File: src/rtl/half_vector_collector.sv
// Pairs two half-width vectors into one full-width output vector with a
// valid/ready handshake; a flush drains a lone lower half as a partial vector.
module half_vector_collector #(
   parameter int unsigned  NO_OF_UNITS   = 8,
   parameter int unsigned  ELEMENT_WIDTH = 32,
   localparam int unsigned HALF_W        = ELEMENT_WIDTH * (NO_OF_UNITS / 2),
   localparam int unsigned CNT_W         = 16
) (
   input  logic                clk,
   input  logic                rst_n,
   input  logic [HALF_W-1:0]   in_data,
   input  logic                in_valid,
   output logic                in_ready,
   input  logic                flush,
   output logic [2*HALF_W-1:0] out_data,
   output logic                out_valid,
   input  logic                out_ready,
   output logic                out_partial,
   output logic [CNT_W-1:0]    vec_count
);

   typedef enum logic {S_LO = 1'b0, S_HI = 1'b1} state_t;

   state_t              state_q, state_d;
   logic [HALF_W-1:0]   lo_q, lo_d;
   logic [2*HALF_W-1:0] data_d;
   logic                valid_d, partial_d;
   logic [CNT_W-1:0]    count_d;
   logic                slot_free, in_fire, out_fire;

   always_ff @(posedge clk or negedge rst_n) begin
      if (!rst_n) begin
         state_q     <= S_LO;
         lo_q        <= '0;
         out_data    <= '0;
         out_valid   <= 1'b0;
         out_partial <= 1'b0;
         vec_count   <= '0;
      end else begin
         state_q     <= state_d;
         lo_q        <= lo_d;
         out_data    <= data_d;
         out_valid   <= valid_d;
         out_partial <= partial_d;
         vec_count   <= count_d;
      end
   end

   // Next-state, handshake and output-register update; flush beats in_valid.
   always_comb begin
      state_d   = state_q;
      lo_d      = lo_q;
      data_d    = out_data;
      valid_d   = out_valid;
      partial_d = out_partial;
      count_d   = vec_count;

      slot_free = !out_valid || out_ready;
      out_fire  = out_valid && out_ready;
      in_ready  = (state_q == S_LO) ? !flush : (!flush && slot_free);
      in_fire   = in_valid && in_ready;

      if (out_fire) begin
         valid_d   = 1'b0;
         partial_d = 1'b0;
         count_d   = vec_count + CNT_W'(1);
      end

      unique case (state_q)
         S_LO: begin
            // Lower halves never touch the output register, so they stream under a stall.
            if (in_fire) begin
               lo_d    = in_data;
               state_d = S_HI;
            end
         end
         S_HI: begin
            if (flush && slot_free) begin
               data_d    = {HALF_W'(0), lo_q};
               valid_d   = 1'b1;
               partial_d = 1'b1;
               state_d   = S_LO;
            end else if (in_fire) begin
               data_d    = {in_data, lo_q};
               valid_d   = 1'b1;
               partial_d = 1'b0;
               state_d   = S_LO;
            end
         end
         default: state_d = S_LO;
      endcase
   end

endmodule

File: config.mk
export PLATFORM = sky130hd
export DESIGN_NAME = half_vector_collector
export DESIGN_NICKNAME = d
export VERILOG_FILES = /design/src/rtl/half_vector_collector.sv
export SDC_FILE = /design/constraint.sdc
export NUM_CORES = 1
export LEC_CHECK = 0
export CAP_MARGIN = 10
export CORE_MARGIN = 2
export CORE_UTILIZATION = 28
export CTS_CLUSTER_DIAMETER = 80
export CTS_CLUSTER_SIZE = 40
export DETAILED_ROUTE_END_ITERATION = 10
export SYNTH_ARGS = -nofsm -noshare
export SYNTH_HDL_FRONTEND = slang
export SYNTH_SLANG_ARGS = --single-unit
File: constraint.sdc
create_clock -name clk -period 3.89 [get_ports clk]
set_input_delay 0.778 -clock clk [delete_from_list [all_inputs] [get_ports clk]]
set_output_delay 0.778 -clock clk [all_outputs]
set_load 0.1 [all_outputs]
## After elaboration in Yosys (flattened, before gate mapping)

Cells that the tools add are included.

| cells by class | value |
|---|---|
| add/sub/neg operators | 1 |
| reductions and logical operators | 10 |
| bitwise logic cells | 1 |
| multiplexer cells | 15 |

Operators by type and width:

| kind | count |
|---|---|
| $mux W256 | 2 |
| $add A16 B1 Y16 const B | 1 |
| $mux W1 | 12 |
| $logic_and A1 B1 Y1 | 4 |
| $reduce_and A2 Y1 | 2 |
| $logic_not A1 Y1 | 2 |
| $pmux W1 S2 | 1 |
| $reduce_bool A2 Y1 | 1 |
| $logic_or A1 B1 Y1 | 1 |
| $not A1 Y1 | 1 |

| storage, ports and cells | value |
|---|---|
| input port bits | 133 |
| logic and storage cells | 33 |
| register bits | 403 |
| output and inout port bits | 275 |

## Depth between registers and ports, before layout

Gate-level depths: netlist of the first run.

| logic depth | value |
|---|---|
| word-level depth | 8 |
| gate-level depth with buffers | 5 |
| depth with buffers taken out | 5 |

## Worst setup path before layout of the first run

No wires, ideal clock.

| timing | value |
|---|---|
| path type | register to output |
| start | reg out_valid |
| end | out in_ready |
| required time | 3.112 ns |
| data arrival time | 2.592 ns |
| cell stages (with the launch flop) | 3 |
| path slack | 0.520 ns |
| buffers on the path | 0 |
| cell sequence | dfrtp_1 > nor2b_1 > a21oi_1 |

| on the way | value |
|---|---|
| word-level cells in the longest chain between the ends | 4 |

Ends and longest elaborated chain:

| element | line | RTL |
|---|---|---|
| from (decl) | 16 | `output logic out_valid,` |
| from (signal assigned) | 43 | `out_valid <= valid_d;` |
| $logic_not A1 Y1 | 58 | `slot_free = !out_valid \|\| out_ready;` |
| $logic_or A1 B1 Y1 | 58 |  |
| $logic_and A1 B1 Y1 | 60 | `in_ready = (state_q == S_LO) ? !flush : (!flush && slot_free);` |
| $mux W1 | 60 |  |
| to (decl) | 13 | `output logic in_ready,` |

Every way passes these cells.

## Worst setup path in the final report of the first run

| timing | value |
|---|---|
| start | reg vec_count[9] |
| end | out vec_count[9] |

RTL lines:

| element | line | RTL |
|---|---|---|
| from (decl) | 19 | `output logic [CNT_W-1:0] vec_count` |
| from (signal assigned) | 45 | `vec_count <= count_d;` |

No word-level cell between the ends.

==> run_results.csv, run 1 <==
group,metric,value,unit
sta,fin_crit,2.98,ns
floorplan,die-area,0.0565,mm²
final_layout,area_delta_synth_final,36.8,%
global_route,grt_pass1_vias,9644,
yosys,yosys_most_used_dff,"dfrtp_1",
yosys,synth_cell_type_count,27,
sta,tightest_slew,1.06,ns
setup_path,slowest_stage,"clkdlybuf4s50_1",
final_layout,num_antenna_cells,0,
sta,min_period_over_period,0.765,
clock_network,numCtsBuffers,22,
clock_network,cts_setup_buffers,0,
setup_path,critPathMaxStageDelay,1.18,ns
sta,rsz0062_at_grt,"false",
floorplan,fp-row-count,85,
run,max-cap-violations,0,
detailed_routing,drc,0,
detailed_routing,vias,9106,
detailed_routing,via_per_inst,4.53,
floorplan,die_w,238,µm
floorplan,core_area,0.0539,mm²
yosys,yosysMostFrequentCell,"dfrtp_1",
detailed_routing,wl_met3,2920,µm
global_route,grt_max_degree,108,
sta,slew_viol_final,0,
yosys,synth-edff-count,0,
detailed_routing,topRoutingLayerUsed,"met4",
floorplan,pin_count,408,
detailed_routing,routed_wirelength,37100,µm
final_layout,final_nets,1433,
yosys,synthCells,900,
detailed_routing,wl_met2,17200,µm
clock_network,cts_resized,0,
yosys,syn_nets,1034,
sta,setup_tns,0,ns
setup_path,crit_type,"register to primary output",
detailed_routing,dr.pass1.iters,4,
sta,hold_viol_final,0,
clock_network,clock_latency,0.56,ns
floorplan,die_y,238,µm
floorplan,initial_core_util,0.283,
setup_path,worst-path-buf-inv,1,
setup_path,crit_required,3.11,ns
final_layout,layout-drive-gt1-share,0.251,
min_path,min_path_type,"input port to asynchronous set/reset pin",
yosys,synth_top_area_share,0.660,
final_layout,final_util,0.388,
setup_path,cp-end-kind,"primary output",
yosys,yosysWarnings,0,
global_route,grt_util_all_layers,0.128,
global_route,grt-ovfl-total,0,
yosys,yosys.area.top_type,"dfrtp_1",
clock_network,hold_buffers,0,
yosys,syn_area,0.0153,mm²
clock_network,clock_path_buffers,3,
setup_path,cp_top_family,"buffers and inverters",
sta,fmax,336,MHz
setup_path,crit_arrival,2.20,ns
yosys,async_flop_share,1.00,
yosys,synth.yosys.seq_area_share,0.660,
sta,final.setup_skew,0.0162,ns
placement,place_congestion,0.742,
yosys,synth-seq-cells,403,
yosys,avgSynthCellArea,17.0,µm²
yosys,synthTopCellsByArea,"dfrtp_1, mux2_2, mux2_4",
global_route,grt_pass1_wl,58000,µm
clock_network,h-tree-depth,1,
sta,setup_viol,0,
setup_path,path_max_fanout,6,
placement,io_buffers,407,
clock_network,path_clk_slew,0.10,ns
detailed_routing,drtAntennaViolNets,0,
setup_path,critPathLaunchType,"register",
placement,hpwl,25700,µm
clock_network,clock-sinks,403,
run_status,status,"finished, final reports clean",
detailed_routing,met1_length,16300,µm
detailed_routing,drt_iter0_markers,415,
yosys,yosys-top-cells-count,"dfrtp_1, mux2_2, a22o_1, mux2_4, buf_6",
setup_path,crit_chain,"clkdlybuf4s50_1",
detailed_routing,wl_per_cell,18.4,µm
clock_network,cts_tree,"done",
clock_network,cts-root-buf,"clkbuf_16",
sta,relSlewSlack,0.291,
global_route,antenna_found_initial,0,
cell usage in the layout (no fill, tap or decap), types with 8 or more instances in the layout:
| master | instances |
|---|---|
| buf_12 | 8 |
| a22o_1 | 128 |
| mux2_2 | 167 |
| dfrtp_1 | 403 |
| mux2_4 | 90 |
| clkdlybuf4s50_1 | 404 |
| buf_4 | 18 |
| clkbuf_16 | 23 |
| nand2_1 | 8 |
| xnor2_1 | 8 |
layer usage:
metal  vias to the layer above  track usage
li1                       4058            -
met1                      4741        0.169
met2                       269        0.205
met3                        38       0.0409
met4                         0       0.0297
met5                         -            0
through the flow:
stage / setup slack [ns] / cells / hold WS (ns) / instance area [µm²]
2_1_floorplan: 0.520 / 900 / 0.477 / 15300
3_5_place_dp: 0.883 / 1971 / 0.486 / 20100
5_1_grt: 0.841 / 2011 / 0.342 / 20900
4_1_cts: 0.877 / 2011 / 0.315 / 20900
3_3_place_gp: 0.932 / 1971 / 0.479 / 20100
6_report: 0.914 / 2011 / 0.302 / 20900
final cells by class:
type,count,area (µm²)
Multi-Input combinational cell,437,4740
Tap cell,696,871
Sequential cell,403,10100
Timing Repair Buffer,431,4350
Clock inverter,15,239
Fill cell,4992,33000
Inverter,4,15.0
Clock buffer,25,603
cells by family (layout without fill, tap and decap cells):
| logic type | count (synthesis) | count (layout) | share of synthesized area |
|---|---|---|---|
| compound gates | 133 | 133 | 0.0762 |
| xor+xnor | 15 | 15 | 0.00859 |
| fa+ha+maj | 1 | 1 | 0.000818 |
| buf+inv | 60 | 475 | 0.0313 |
| flops | 403 | 403 | 0.660 |
| mux | 257 | 257 | 0.211 |
| simple gates | 31 | 31 | 0.0120 |
final timing paths:
check / from / endpoint / slack, ns / cells past startpoint
setup / recovery: vec_count[9]$_DFFE_PN0P_ / vec_count[9] / 0.91 / 1
hold / removal: rst_n / lo_q[87]$_DFFE_PN0P_ / 0.30 / 1
setup reg to reg: out_valid$_DFF_PN0_ / out_data[59]$_DFFE_PN0P_ / 1.82 / 5
hold reg to reg: lo_q[69]$_DFFE_PN0P_ / out_data[69]$_DFFE_PN0P_ / 0.50 / 1
max in group asynchronous: rst_n / out_data[167]$_DFFE_PN0P_ / 2.59 / 2
min in group clk: lo_q[69]$_DFFE_PN0P_ / out_data[69]$_DFFE_PN0P_ / 0.50 / 1
state kept, by name (all words and copies together) (netlist names):
name and flops:
lo_q 128, out_data 256, out_partial 1, out_valid 1
state_q 1, vec_count 16
Power of run 1 is left out: the tool's default activity adds up to more than one toggle a clock period on the data nets, which glitch-free logic cannot reach.
==> run 2, diff against run 1 <==
==> constraint.sdc (replaced) <==
create_clock -name clk -period 2.95 [get_ports clk]
set_input_delay 0.59 -clock clk [delete_from_list [all_inputs] [get_ports clk]]
set_output_delay 0.59 -clock clk [all_outputs]
set_load 0.1 [all_outputs]
==> run 2 against run 1 <==
  * Routed wire length grew 0.56%
  * Via count up 0.74%
  * Die area unchanged
  * Final cell count grew 0.60%
  * Non-clock buffer count rose by 11
  * Clock skew is 0.0039 ns higher
  * First-iteration DRC count rose by 3.9%
  * Final area is 2.3% lower
  * Core utilization is 0.89 points lower
  * Clock-buffer cell count decreased by 2
==> run_results.csv, run 2 (synthesized netlist as in run 1, its figures left out) <==
group,metric,value,unit
final_layout,largestRegisters,"out_data: 256 flops, lo_q: 128 flops, vec_count: 16 flops",
global_route,grt_util_all_layers,0.129,
clock_network,clock_path_buffers,3,
final_layout,final_cell_mix,"dfrtp_1, buf_4, mux2_2",
detailed_routing,drc,0,
setup_path,reg2reg_depth,5,
placement,place_congestion,0.741,
final_layout,num_antenna_cells,0,
placement,io_buffers,407,
min_path,min_path_type,"register to register",
final_layout,layout-drive-gt1-share,0.463,
global_route,grt_pass1_vias,9643,
setup_path,r2r_setup_slack,1.11,ns
setup_path,crit_arrival,1.82,ns
detailed_routing,dr.pass1.iters,5,
detailed_routing,vias,9173,
detailed_routing,via_per_inst,4.53,
final_layout,final_common_cell,"dfrtp_1",
final_layout,largest_reg_flops,256,
floorplan,die-area,0.0565,mm²
global_route,antenna_found_initial,0,
run_status,status,"finished, final reports clean",
global_route,grt_max_degree,94,
floorplan,pin_count,408,
sta,fin_crit,2.41,ns
clock_network,numCtsBuffers,23,
global_route,grt_pass1_wl,58300,µm
sta,min_period_over_period,0.818,
final_layout,largest-register,"out_data",
sta,final.setup_skew,0.0201,ns
final_layout,seqCellArea,0.0101,mm²
setup_path,cp-end-kind,"primary output",
sta,setup_viol,0,
clock_network,cts_tree,"done",
clock_network,cts-root-buf,"clkbuf_16",
clock_network,h-tree-depth,1,
setup_path,r2r-start,"out_valid$_DFF_PN0_",
sta,setup_tns,0,ns
floorplan,core_area,0.0539,mm²
placement,hpwl,26700,µm
final_layout,final_nets,1445,
final_layout,multi_input_area,0.00474,mm²
setup_path,crit_type,"input port to primary output",
setup_path,critPathLaunchType,"input port",
setup_path,r2r-end,"out_data[20]$_DFFE_PN0P_",
detailed_routing,wl_per_cell,18.4,µm
detailed_routing,drtAntennaViolNets,0,
setup_path,crit_required,2.36,ns
run,max-cap-violations,0,
floorplan,die_y,238,µm
sta,tightest_slew,0.512,ns
final_layout,fill_cells,5067,
detailed_routing,drt_iter0_markers,431,
sta,slew_viol_final,0,
setup_path,critical_path.endpoint,"in_ready",
floorplan,fp-row-count,85,
sta,hold_viol_final,0,
detailed_routing,routed_wirelength,37300,µm
sta,fmax,414,MHz
floorplan,initial_core_util,0.283,
setup_path,worstSetupStartpoint,"out_ready",
global_route,grt-ovfl-total,0,
floorplan,die_w,238,µm
clock_network,clock_latency,0.56,ns
clock_network,path_clk_slew,0.10,ns
final_layout,area_delta_synth_final,33.6,%
setup_path,path_max_fanout,5,
sta,rsz0062_at_grt,"false",
sta,relSlewSlack,0.659,
clock_network,clock-sinks,403,
-- run 2: cell types whose count changed in the layout (fill, tap and decap cells not counted), moves of 2 or more --
cell / delta
inv_12: -2
clkdlybuf4s50_1: -273
buf_12: +12
inv_6: +3
clkbuf_8: -2
buf_4: +271
inv_8: +2
-- run 2: per-stage QoR --
stage          std cells  cell area [µm²]  setup slack (ns)  hold slack, ns  utilization
6_report            2023            20400             0.537           0.498        0.379
5_1_grt             2023            20400             0.433           0.521        0.379
4_1_cts             2023            20400             0.508           0.503        0.379
3_5_place_dp        1981            19600             0.388           0.489        0.364
3_3_place_gp        1981            19600             0.410           0.483        0.364
2_1_floorplan        900            15300             0.387           0.294            -
-- run 2: what timing repair did --
action                    CTS  global route
hold endpoints to repair   46             0
hold buffers                1             0
setup buffers               0             0
resized for setup           0             0
-- run 2: layout make-up --
type	count	share of cell area
Tap cell	696	0.0426
Multi-Input combinational cell	437	0.232
Clock inverter	18	0.0112
Timing Repair Buffer	442	0.191
Clock buffer	23	0.0282
Inverter	4	0.000735
Sequential cell	403	0.494
-- run 2: layer usage --
layer	global-route usage	part of all wire
met1	0.170	0.43
met2	0.209	0.47
met3	0.0381	0.077
met4	0.0330	0.020
met5	0	0
-- run 2: worst min-delay path by stage --
stage | from | end | cells past startpoint
floorplan | rst_n | lo_q[0]$_DFFE_PN0P_ | 0
global placement | lo_q[48]$_DFFE_PN0P_ | out_data[48]$_DFFE_PN0P_ | 1
detailed placement | lo_q[105]$_DFFE_PN0P_ | out_data[105]$_DFFE_PN0P_ | 1
CTS | lo_q[36]$_DFFE_PN0P_ | out_data[36]$_DFFE_PN0P_ | 1
global route | vec_count[15]$_DFFE_PN0P_ | vec_count[15]$_DFFE_PN0P_ | 1
finish | vec_count[15]$_DFFE_PN0P_ | vec_count[15]$_DFFE_PN0P_ | 1
-- run 2: worst max-delay path, cell delays in order --
cell and delay [ns]:
clkdlybuf4s50_1 0.52, nor2b_1 0.39, a21oi_2 0.13, buf_12 0.18
Power of run 2 is left out for the same reason.
==> run 3, diff against run 2 <==
==> constraint.sdc (replaced) <==
create_clock -name clk -period 2.09 [get_ports clk]
set_input_delay 0.418 -clock clk [delete_from_list [all_inputs] [get_ports clk]]
set_output_delay 0.418 -clock clk [all_outputs]
set_load 0.1 [all_outputs]
==> run 3 against run 2 <==
  * Die area unchanged
  * Clock skew up 0.018 ns
  * First-iteration DRC count is 5.1% higher
  * Setup slack got worse by 0.45 ns
  * Clock-buffer cell count up 1
  * Global-route usage is 0.31 points higher
  * Register-to-register slack got worse by 0.63 ns
  * Sequential share of layout area shrank 1.4 points
  * Critical path depth down 1
  * Routed wire length is 2.8% higher
  * Final cell count increased by 2.9%
  * Via count is 0.83% higher
  * Largest cell class unchanged
==> run_results.csv, run 3 (synthesized netlist as in run 1, its figures left out) <==
group,metric,value,unit
run,max-cap-violations,0,
global_route,antenna_found_initial,1,
floorplan,die_w,238,µm
clock_network,clock-sinks,403,
setup_path,crit_required,1.67,ns
detailed_routing,routed_wirelength,38300,µm
global_route,grt_pass1_wl,59200,µm
sta,final.setup_skew,0.0383,ns
global_route,grt_util_all_layers,0.132,
final_layout,largest-register,"out_data",
setup_path,crit_type,"register to primary output",
sta,min_period_over_period,0.959,
clock_network,numCtsBuffers,23,
final_layout,final_nets,1504,
setup_path,crit_arrival,1.59,ns
final_layout,final_cell_mix,"dfrtp_1, buf_4, mux2_2",
final_layout,num_antenna_cells,0,
sta,relSlewSlack,0.630,
clock_network,cts_tree,"done",
floorplan,core_area,0.0539,mm²
final_layout,final_common_cell,"dfrtp_1",
final_layout,layout-drive-gt1-share,0.491,
detailed_routing,topRoutingLayerUsed,"met4",
sta,tightest_slew,0.555,ns
global_route,grt_max_degree,60,
detailed_routing,vias,9249,
sta,slew_viol_final,0,
clock_network,cts_setup_buffers,0,
detailed_routing,via_per_inst,4.44,
placement,place_congestion,0.765,
clock_network,path_clk_slew,0.12,ns
setup_path,reg2reg_depth,5,
floorplan,die_y,238,µm
global_route,grt_pass1_vias,9830,
detailed_routing,dr.pass1.iters,4,
setup_path,r2r_setup_slack,0.48,ns
detailed_routing,drt_iter0_markers,453,
detailed_routing,wl_met2,18300,µm
run_status,status,"finished, final reports clean",
floorplan,fp-row-count,85,
setup_path,path_max_fanout,7,
sta,fin_crit,2.01,ns
floorplan,die-area,0.0565,mm²
sta,holdWs,0.392,ns
clock_network,cts-root-buf,"clkbuf_16",
global_route,grt-ovfl-total,0,
sta,fmax,499,MHz
final_layout,largest_reg_flops,256,
clock_network,clock_latency,0.55,ns
detailed_routing,drtAntennaViolNets,0,
detailed_routing,met1_length,17000,µm
placement,hpwl,28700,µm
detailed_routing,wl_met3,2410,µm
sta,hold_viol_final,0,
clock_network,clock_path_buffers,3,
detailed_routing,wl_per_cell,18.4,µm
sta,setup_viol,0,
setup_path,critPathLaunchType,"register",
floorplan,pin_count,408,
placement,io_buffers,407,
detailed_routing,drc,0,
sta,rsz0062_at_grt,"false",
clock_network,h-tree-depth,1,
floorplan,initial_core_util,0.283,
setup_path,cp-end-kind,"primary output",
final_layout,largestRegisters,"out_data: 256 flops, lo_q: 128 flops, vec_count: 16 flops",
min_path,min_path_type,"input port to asynchronous set/reset pin",
final_layout,area_delta_synth_final,37.6,%
[run 3: changes by cell type in the layout (fill, tap and decap cells not counted), sizes merged]
cell      delta
buf         +59
clkinv       +2
clkbuf       +1
inv          -1
clkinvlp     -2
[run 3: final cells by class]
cell class                 instances  area (µm²)
inverter                           4        15.0
tap                              696         871
fill                            4992       32900
multi-input combinational        437        4760
timing repair buffer             501        4450
clock inverter                    17         255
clock buffer                      24         589
sequential                       403       10100
[run 3: through the flow]
stage | std cells | area (µm²) | setup TNS, ns | utilization | worst slack [ns]
after floorplan | 900 | 15300 | 0 | - | 0.00673
after global placement | 2040 | 20200 | -16.75 | 0.374 | -0.110
after detailed placement | 2040 | 20200 | -17.86 | 0.374 | -0.107
after CTS | 2082 | 21000 | 0 | 0.390 | 0.0288
after global routing | 2082 | 21000 | 0 | 0.390 | 0.0135
final | 2082 | 21000 | 0 | 0.390 | 0.0850
[run 3: path summary, 6_finish.rpt]
| path | endpoint | start |
|---|---|---|
| setup / recovery | in_ready | out_valid$_DFF_PN0_ |
| hold / removal | vec_count[14]$_DFFE_PN0P_ | rst_n |
| setup reg to reg | out_data[148]$_DFFE_PN0P_ | state_q$_DFF_PN0_ |
| hold reg to reg | out_data[36]$_DFFE_PN0P_ | lo_q[36]$_DFFE_PN0P_ |
| max in group asynchronous | out_data[155]$_DFFE_PN0P_ | rst_n |
| min in group clk | out_data[161]$_DFFE_PN0P_ | in_data[33] |
[run 3: what timing repair did]
action,in CTS,in global routing
endpoints found under the setup margin,1,0
hold buffers,1,0
endpoints found under the hold margin,36,0
resized for setup,2,0
[run 3: worst max-delay path, cell delays in order, from the launching register on]
cell and delay, ns:
dfrtp_2 0.48, nor2b_4 0.18, a21oi_4 0.18, buf_12 0.19
[run 3: metal layers]
layer | up-vias | global-route usage
met2 | 268 | 0.215
met4 | 0 | 0.0292
li1 | 4216 | -
met3 | 32 | 0.0310
met1 | 4733 | 0.180
met5 | - | 0
Power of run 3 is left out for the same reason.
